`src/rtl/sq_acc_sender_if.sv`:
```
// Bundle of FIFO-write, burst-control and accumulator-feed signals for sq_acc_sender.
interface sq_acc_sender_if;
  logic [7:0] wr_data;
  logic       wr_en;
  logic       start;
  logic [3:0] burst_len;
  logic [1:0] gap;
  logic [7:0] a;
  logic       valid;
  logic       full;
  logic       empty;
  logic       busy;
  logic       done;

  modport slave (
    input  wr_data, wr_en, start, burst_len, gap,
    output a, valid, full, empty, busy, done
  );

  modport master (
    output wr_data, wr_en, start, burst_len, gap,
    input  a, valid, full, empty, busy, done
  );
endinterface

```
`src/rtl/sq_acc_sender.sv`:
```
// 8-deep sample FIFO feeding a sum-of-squares accumulator in bursts,
// with an optional programmable idle gap between beats.
module sq_acc_sender (
  input  logic             clk,
  input  logic             reset,
  sq_acc_sender_if.slave   bus
);
  typedef enum logic [1:0] {IDLE, SEND, GAP, DONE} state_t;

  state_t     state;
  logic [7:0] mem [8];
  logic [2:0] wptr, rptr;
  logic [3:0] count;
  logic [3:0] remaining;
  logic [1:0] gap_cfg, gcnt;
  logic       push, pop;

  // Pop sees only the registered count, so a fresh push is poppable next edge.
  assign push = bus.wr_en && (count != 4'd8);
  assign pop  = (state == SEND) && (count != 4'd0);

  assign bus.full  = (count == 4'd8);
  assign bus.empty = (count == 4'd0);
  assign bus.busy  = (state != IDLE);

  always_ff @(posedge clk)
    if (push) mem[wptr] <= bus.wr_data;

  always_ff @(posedge clk or negedge reset) begin
    if (!reset) begin
      wptr  <= '0;
      rptr  <= '0;
      count <= '0;
    end else begin
      if (push) wptr <= wptr + 3'd1;
      if (pop)  rptr <= rptr + 3'd1;
      case ({push, pop})
        2'b10:   count <= count + 4'd1;
        2'b01:   count <= count - 4'd1;
        default: count <= count;
      endcase
    end
  end

  always_ff @(posedge clk or negedge reset) begin
    if (!reset) begin
      state     <= IDLE;
      bus.a     <= '0;
      bus.valid <= 1'b0;
      bus.done  <= 1'b0;
      remaining <= '0;
      gap_cfg   <= '0;
      gcnt      <= '0;
    end else begin
      bus.a     <= '0;
      bus.valid <= 1'b0;
      bus.done  <= 1'b0;
      case (state)
        IDLE: if (bus.start) begin
          remaining <= bus.burst_len;
          gap_cfg   <= bus.gap;
          state     <= (bus.burst_len == 4'd0) ? DONE : SEND;
        end
        SEND: if (pop) begin
          bus.a     <= mem[rptr];
          bus.valid <= 1'b1;
          remaining <= remaining - 4'd1;
          // No gap after the final beat: done follows it directly.
          if (remaining == 4'd1)     state <= DONE;
          else if (gap_cfg != 2'd0) begin
            gcnt  <= gap_cfg;
            state <= GAP;
          end
        end
        GAP: begin
          if (gcnt == 2'd1) state <= SEND;
          gcnt <= gcnt - 2'd1;
        end
        DONE: begin
          bus.done <= 1'b1;
          state    <= IDLE;
        end
        default: state <= IDLE;
      endcase
    end
  end
endmodule

```
`src/flat_wrapper.sv`:
```
// flat-port wrapper written by rule: the top's interface ports become plain ports
module sq_acc_sender_flat 
  (clk, reset, bus_wr_data, bus_wr_en, bus_start, bus_burst_len, bus_gap, bus_a, bus_valid, bus_full, bus_empty, bus_busy, bus_done);
  sq_acc_sender_if bus_i ();
  input  logic clk;
  input  logic reset;
  input wire logic [$bits(bus_i.wr_data)-1:0] bus_wr_data;
  input wire logic [$bits(bus_i.wr_en)-1:0] bus_wr_en;
  input wire logic [$bits(bus_i.start)-1:0] bus_start;
  input wire logic [$bits(bus_i.burst_len)-1:0] bus_burst_len;
  input wire logic [$bits(bus_i.gap)-1:0] bus_gap;
  output wire logic [$bits(bus_i.a)-1:0] bus_a;
  output wire logic [$bits(bus_i.valid)-1:0] bus_valid;
  output wire logic [$bits(bus_i.full)-1:0] bus_full;
  output wire logic [$bits(bus_i.empty)-1:0] bus_empty;
  output wire logic [$bits(bus_i.busy)-1:0] bus_busy;
  output wire logic [$bits(bus_i.done)-1:0] bus_done;
  assign bus_i.wr_data = bus_wr_data;
  assign bus_i.wr_en = bus_wr_en;
  assign bus_i.start = bus_start;
  assign bus_i.burst_len = bus_burst_len;
  assign bus_i.gap = bus_gap;
  assign bus_a = bus_i.a;
  assign bus_valid = bus_i.valid;
  assign bus_full = bus_i.full;
  assign bus_empty = bus_i.empty;
  assign bus_busy = bus_i.busy;
  assign bus_done = bus_i.done;
  sq_acc_sender u_core (.clk(clk), .reset(reset), .bus(bus_i));
endmodule
```
`config.mk`:
```
export PLATFORM = sky130hd
export DESIGN_NAME = sq_acc_sender_flat
export DESIGN_NICKNAME = d
export VERILOG_FILES = /design/src/rtl/sq_acc_sender_if.sv /design/src/rtl/sq_acc_sender.sv /design/src/flat_wrapper.sv
export SDC_FILE = /design/constraint.sdc
export NUM_CORES = 1
export LEC_CHECK = 0
export ABC_AREA = 1
export CAP_MARGIN = 30
export CELL_PAD_IN_SITES_DETAIL_PLACEMENT = 1
export CELL_PAD_IN_SITES_GLOBAL_PLACEMENT = 2
export CORE_MARGIN = 10
export CORE_UTILIZATION = 41
export CTS_CLUSTER_SIZE = 25
export DETAILED_ROUTE_END_ITERATION = 6
export HOLD_SLACK_MARGIN = 0.1
export MAX_ROUTING_LAYER = met4
export PLACE_DENSITY = 0.94
export SLEW_MARGIN = 15
export SYNTH_ARGS = -nofsm -noshare
export SYNTH_HDL_FRONTEND = slang
export SYNTH_SLANG_ARGS = --single-unit
```
`constraint.sdc`:
```
create_clock -name clk -period 3.04 [get_ports clk]
set_input_delay 0.304 -clock clk [delete_from_list [all_inputs] [get_ports clk]]
set_output_delay 0.304 -clock clk [all_outputs]
set_load 0.01 [all_outputs]
```
# Yosys cells after proc, flatten, opt, wreduce, memory -nomap -nowiden
# Memories as Yosys holds them, arrays and structs flattened.
# Index checks and enable logic that the tools add are counted.
totals:
  ff_bits: 30
  mem_bits_rw: 64
  wordCells: 69
  mem_count: 1
memory_table:
  columns: ["memory", "depth", "word_bits", "rd", "rd_ports_with_merged_regs", "wr", "line", "rtl"]
  rows:
  - ["u_core.mem", 8, 8, 1, 0, 1, "sq_acc_sender.sv:11", "logic [7:0] mem [8];"]
classes:
  n_addsub: 6
  n_eq_ne: 15
  mux: 22
  n_reduce_logical: 15
op_table:
  columns: ["operator", "count"]
  rows:
  - ["$mux W2", 9]
  - ["$mux W8", 2]
  - ["$pmux W4 S2", 2]
  - ["$reduce_bool A2 Y1", 5]
  - ["$logic_not A4 Y1", 2]
  - ["$mux W4", 2]
  - ["$pmux W2 S4", 1]
  - ["$reduce_and A4 Y1", 2]
  - ["$sub A4 B1 Y4 const B", 2]
  - ["$add A3 B1 Y3 const B", 2]
  - ["$eq A2 B1 Y1 const B", 3]
  - ["$eq A2 B2 Y1 const B", 3]
  - ["$ne A2 B2 Y1 const B", 3]
  - ["$mux W1", 5]
  - ["$add A4 B1 Y4 const B", 1]
  - ["$eq A4 B1 Y1 const B", 1]
  - ["$eq A4 B4 Y1 const B", 1]
  - ["$ne A2 B1 Y1 const B", 2]
  - ["$ne A4 B4 Y1 const B", 1]
  - ["$pmux W2 S2", 1]
  - ["$reduce_bool A4 Y1", 1]
  - ["$ne A3 B3 Y1 const B", 1]
  - ["$reduce_and A3 Y1", 1]
  - ["$logic_and A1 B1 Y1", 2]
  - ["other kinds (3)", 3]

# Logic depth before layout (Yosys ltp)
depth:
  depth_word: 5
  ltp_mapped: 14

# Worst setup path before layout
# OpenSTA, ideal clock, no wires.
synth_path:
  path_type: "register to register"
  start: "register u_core.count[0]"
  end: "register u_core.count[2]"
  setup_ps: 128
  arrival_ps: 1819
  path_slack_ps: 1093
  stages_incl_launch_ff: 13
  synth_period_minus_slack_ps: 1947
  path_cell_list: "dfrtp_1 nor2_1 nand3_1 nand2_2 inv_2 buf_6 ha_1 nand2_1 nand2_1 ha_1 a21oi_1 xor2_1 o21ai_0"
synth_between:
  elab_chain_len: 4
synth_lines:
  columns: ["element", "line", "rtl"]
  rows:
  - ["start, declared", "sq_acc_sender.sv:13", "logic [3:0] count;"]
  - ["start signal, assigned", "sq_acc_sender.sv:38", "2'b10: count <= count + 4'd1;"]
  - ["start signal, assigned", "sq_acc_sender.sv:39", "2'b01: count <= count - 4'd1;"]
  - ["start signal, assigned", "sq_acc_sender.sv:40", "default: count <= count;"]
  - ["$reduce_bool A4 Y1 *", "sq_acc_sender.sv:20", "assign pop = (state == SEND) && (count != 4'd0);"]
  - ["$logic_and A1 B1 Y1 *", "sq_acc_sender.sv:20", null]
  - ["net u_core.pop", "sq_acc_sender.sv:16", "logic push, pop;"]
  - ["$eq A2 B1 Y1 / $eq A2 B2 Y1 (equally long branches)", "sq_acc_sender.sv:37", "case ({push, pop})"]
  - ["$pmux W4 S2 / $reduce_bool A2 Y1 (equally long branches)", null, null]
# The timed path passes the listed nets; every way through them passes the cells marked *.
# A chain may end at the register's enable or synchronous reset.

# Final worst setup path
layout_path:
  start: "register u_core.state[1]"
  end: "register u_core.count[2]"
layout_between:
  elab_chain_len: 4
layout_lines:
  columns: ["element", "line", "rtl"]
  rows:
  - ["start, declared", "sq_acc_sender.sv:10", "state_t state;"]
  - ["start signal, assigned", "sq_acc_sender.sv:62", "state <= (bus.burst_len == 4'd0) ? DONE : SEND;"]
  - ["$eq A2 B1 Y1 *", "sq_acc_sender.sv:20", null]
  - ["$logic_and A1 B1 Y1 *", "sq_acc_sender.sv:20", null]
  - ["$eq A2 B1 Y1 / $eq A2 B2 Y1 (equally long branches)", "sq_acc_sender.sv:37", null]
  - ["$pmux W4 S2 / $reduce_bool A2 Y1 (equally long branches)", null, null]
# Mark *: on every way between the ends. The rest lies on a longest branch, timed or not.

==> results by group <==
Finish
  – Non-Filler Instances: roughly 540
  – Filler Cell Count: between 1,000 and 1,500
  – Commonest non-fill, non-tap cell in the layout: nor2_1
  – Commonest cells after routing, fill and taps aside: nor2_1 (75), edfxtp_1 (64), nand2_1 (54), o21ai_0 (44)
  – Fin area: ~4600 µm²
  – Syn-to-layout area delta: 15.3%
  – Multi-input gate area: between 1000 and 1500 µm²
  – Inserted Diodes: 0
  – Share of post-route cells with drive strength above 1: between 7 and 8%
  – Reg area: 2670 µm²
  – Count of nets after finishing: about 430

Outcome
  – Outcome: finished, final reports clean

Clock network
  – CTS Buf Count: 9
  – Root buf cell: clkbuf_8
  – Clock latency on the worst-skew pair: roughly 0.37 ns
  – Hold buffer count at CTS: 0
  – Reg clk slew, reported paths: ~0.09 ns
  – Post-CTS sizing: 0
  – Max H-tree Level: 3
  – CTS tree: built
  – CTS Sinks: 94
  – Max Root-Sink Buffers: 2
  – Post-CTS Setup Bufs: 0

Run
  – Max-cap viol count: 0

Logic synthesis
  – Synth top area cells: edfxtp_1 (48%), dfrtp_1 (19%), nor2_1 (7.0%), o21ai_0 (5.5%), nand2_1 (5.1%)
  – Mapped Cells: about 370
  – Post-synthesis cell area: ~4000 µm²
  – Net Count, Synth: between 300 and 400
  – Yosys warns: 0
  – Top-area cell type share of the netlist area: between 40% and 50%
  – Sequential element share of the synthesized area: between 60 and 70%
  – Distinct cells, synth: 28
  – Syn_area_per_cell: approximately 11 µm²
  – Flop and latch count out of synthesis: 94
  – Most area-hungry cell type in the Yosys netlist: edfxtp_1

Placement
  – Place WS: 0.758 ns
  – PortBufs: 30
  – Area after DPL: 4440 µm²
  – Post-DP HPWL: between 6000 and 7000 µm
  – Routability cong.: 0.816
  – Placed cell count: roughly 530

Hold path
  – Min-Delay Path Class: in2async

STA
  – Tcrit/Tclk final: between 70 and 80%
  – Clock skew: 0.0146 ns
  – Post-route minimum period: approximately 2.2 ns
  – RSZ-0062 raised after global routing: false
  – Final Max Slew Viols: 0
  – Fin worst setup slack: between 0.8 and 0.9 ns
  – Finish-stage setup viols: 0
  – TNS Setup: 0 ns
  – Hold Vio Cnt, Final: 0
  – Tightest Pin Transition: 0.793 ns
  – Relative slew margins: 46.9%
  – Fmax achieved: 448 MHz

Worst setup path
  – Worst Path Required: between 3 and 4 ns
  – Crit Path Max Fanout: 14
  – CP startpoint kind: register
  – CP Class: reg2reg
  – Critical Path AT: about 2.5 ns
  – R2r setup slk: approximately 0.8 ns
  – Crit path capture type: register

Floorplan
  – Core ar.: about 9600 µm²
  – Row count: 36
  – Die Ht: between 100 and 150 µm
  – Num ports: 31
  – Full die area: between 10,000 and 15,000 µm²
  – Chip width: 119 µm
  – Starting Density: 41.5%

Routing
  – WL per Instance: approximately 17 µm
  – First-pass DRT Iterations: 4
  – Via-to-Cell Ratio: between 5 and 6
  – Via count: between 2,000 and 3,000
  – Final ANT Viol Nets: 0
  – DRT iter0 DRCs: ~160
  – Number of remaining DRC errors: 0
  – DRT Wirelength: approximately 9400 µm

GRT
  – Grt ovf: 0
  – Met3 Resource Use GR: around 3.3%
  – Gr busiest metal: met2
  – Total GRT Usage: around 14%
  – Antenna violations before repair: 0
  – GRT met2 Usage: roughly a quarter
  – First-pass GRT wire length: 15,500 µm
  – GR Util met1: between 10% and 20%
  – Largest net degree at the start of global routing: 34
  – Vias in the first global route: 2,927

Power and ir drop
  – Power after layout: between 4 and 5 mW
  – PD cells: about 950 nW/µm²
  – Leakage: 1.82 nW
  – Worst ir drop on vdd: 0.326 mV
routing by layer:
metal | vias to the layer above | wire length (µm)
met1 | 1378 | 4150
met4 | 0 | 53
met5 | - | 0
met2 | 38 | 4850
li1 | 1317 | -
met3 | 6 | 341
path summary, 6_finish.rpt:
check | from | cells after the start | to
worst max-delay path | u_core.state[1] | 11 | u_core.count[2]
worst min-delay path | reset | 2 | u_core.gap_cfg[1]
worst max register to register | u_core.state[1] | 11 | u_core.count[2]
worst min register to register | u_core.gap_cfg[0] | 2 | u_core.gap_cfg[0]
max in group asynchronous | reset | 2 | u_core.bus.valid
min in group clk | bus_gap[0] | 3 | u_core.gap_cfg[0]
through the flow:
stage,hold WS (ns),utilization (%)
3_3_place_gp,0.501,46.0
2_1_floorplan,0.00841,-
6_report,0.350,47.9
4_1_cts,0.357,47.9
5_1_grt,0.379,47.9
3_5_place_dp,0.506,46.0
power by group:
group	leakage (nW)	total [mW]	switching (mW)	internal, mW
combinational	0.777	1.68	1.07	0.601
clock	0.0894	0.773	0.461	0.312
sequential	0.958	1.92	0.243	1.68
cell usage after synthesis:
library cell,instances
nor2_8,1
dfrtp_1,30
o21ai_1,5
nor2_1,75
nor2_2,1
edfxtp_1,64
buf_4,1
buf_2,6
ha_1,8
inv_2,4
o211ai_1,9
a21oi_2,1
nand2_4,1
a21oi_1,2
nand2_1,54
o22ai_1,6
or2_2,2
o21ai_0,44
a31oi_1,1
xor2_1,6
clkbuf_2,1
clkbuf_1,1
xnor2_1,1
inv_1,28
nand2_2,2
buf_6,1
nand3_1,13
or2_1,1
cells by family (layout without fill, tap and decap cells):
logic type	after synthesis	after routing	synth area share, %
AO/OA/AOI/OAI	68	68	9.37
XOR/XNOR	7	7	1.53
adder cells (fa/ha/maj)	8	8	2.50
buffers and inverters	42	81	4.44
flip-flops	94	94	66.7
AND/OR/NAND/NOR	150	150	15.4
registers in the layout (all words and copies together) (netlist names):
name              count
u_core.bus.a          8
u_core.gcnt           2
u_core.wptr           3
u_core.state          2
u_core.count          4
u_core.remaining      4
u_core.bus.done       1
u_core.gap_cfg        2
u_core.rptr           3
u_core.mem           64
u_core.bus.valid      1
area by class of cell:
cell class,instances,share of cell area [%]
clock inverter,6,1.16
multi-input combinational,233,25.0
timing repair buffer,33,6.99
inverter,32,2.60
tap,133,3.60
clock buffer,10,2.76
sequential,94,57.9
worst max-delay path, stage by stage (launching register included):
cell,delay [ns]
dfrtp_1,0.50
nor2_8,0.21
nand2_2,0.12
inv_2,0.24
ha_1,0.26
inv_1,0.07
nand2_1,0.06
nand2_1,0.08
ha_1,0.19
a21oi_1,0.15
xor2_1,0.15
o21ai_0,0.08
Power figures use the tool's default switching activity.
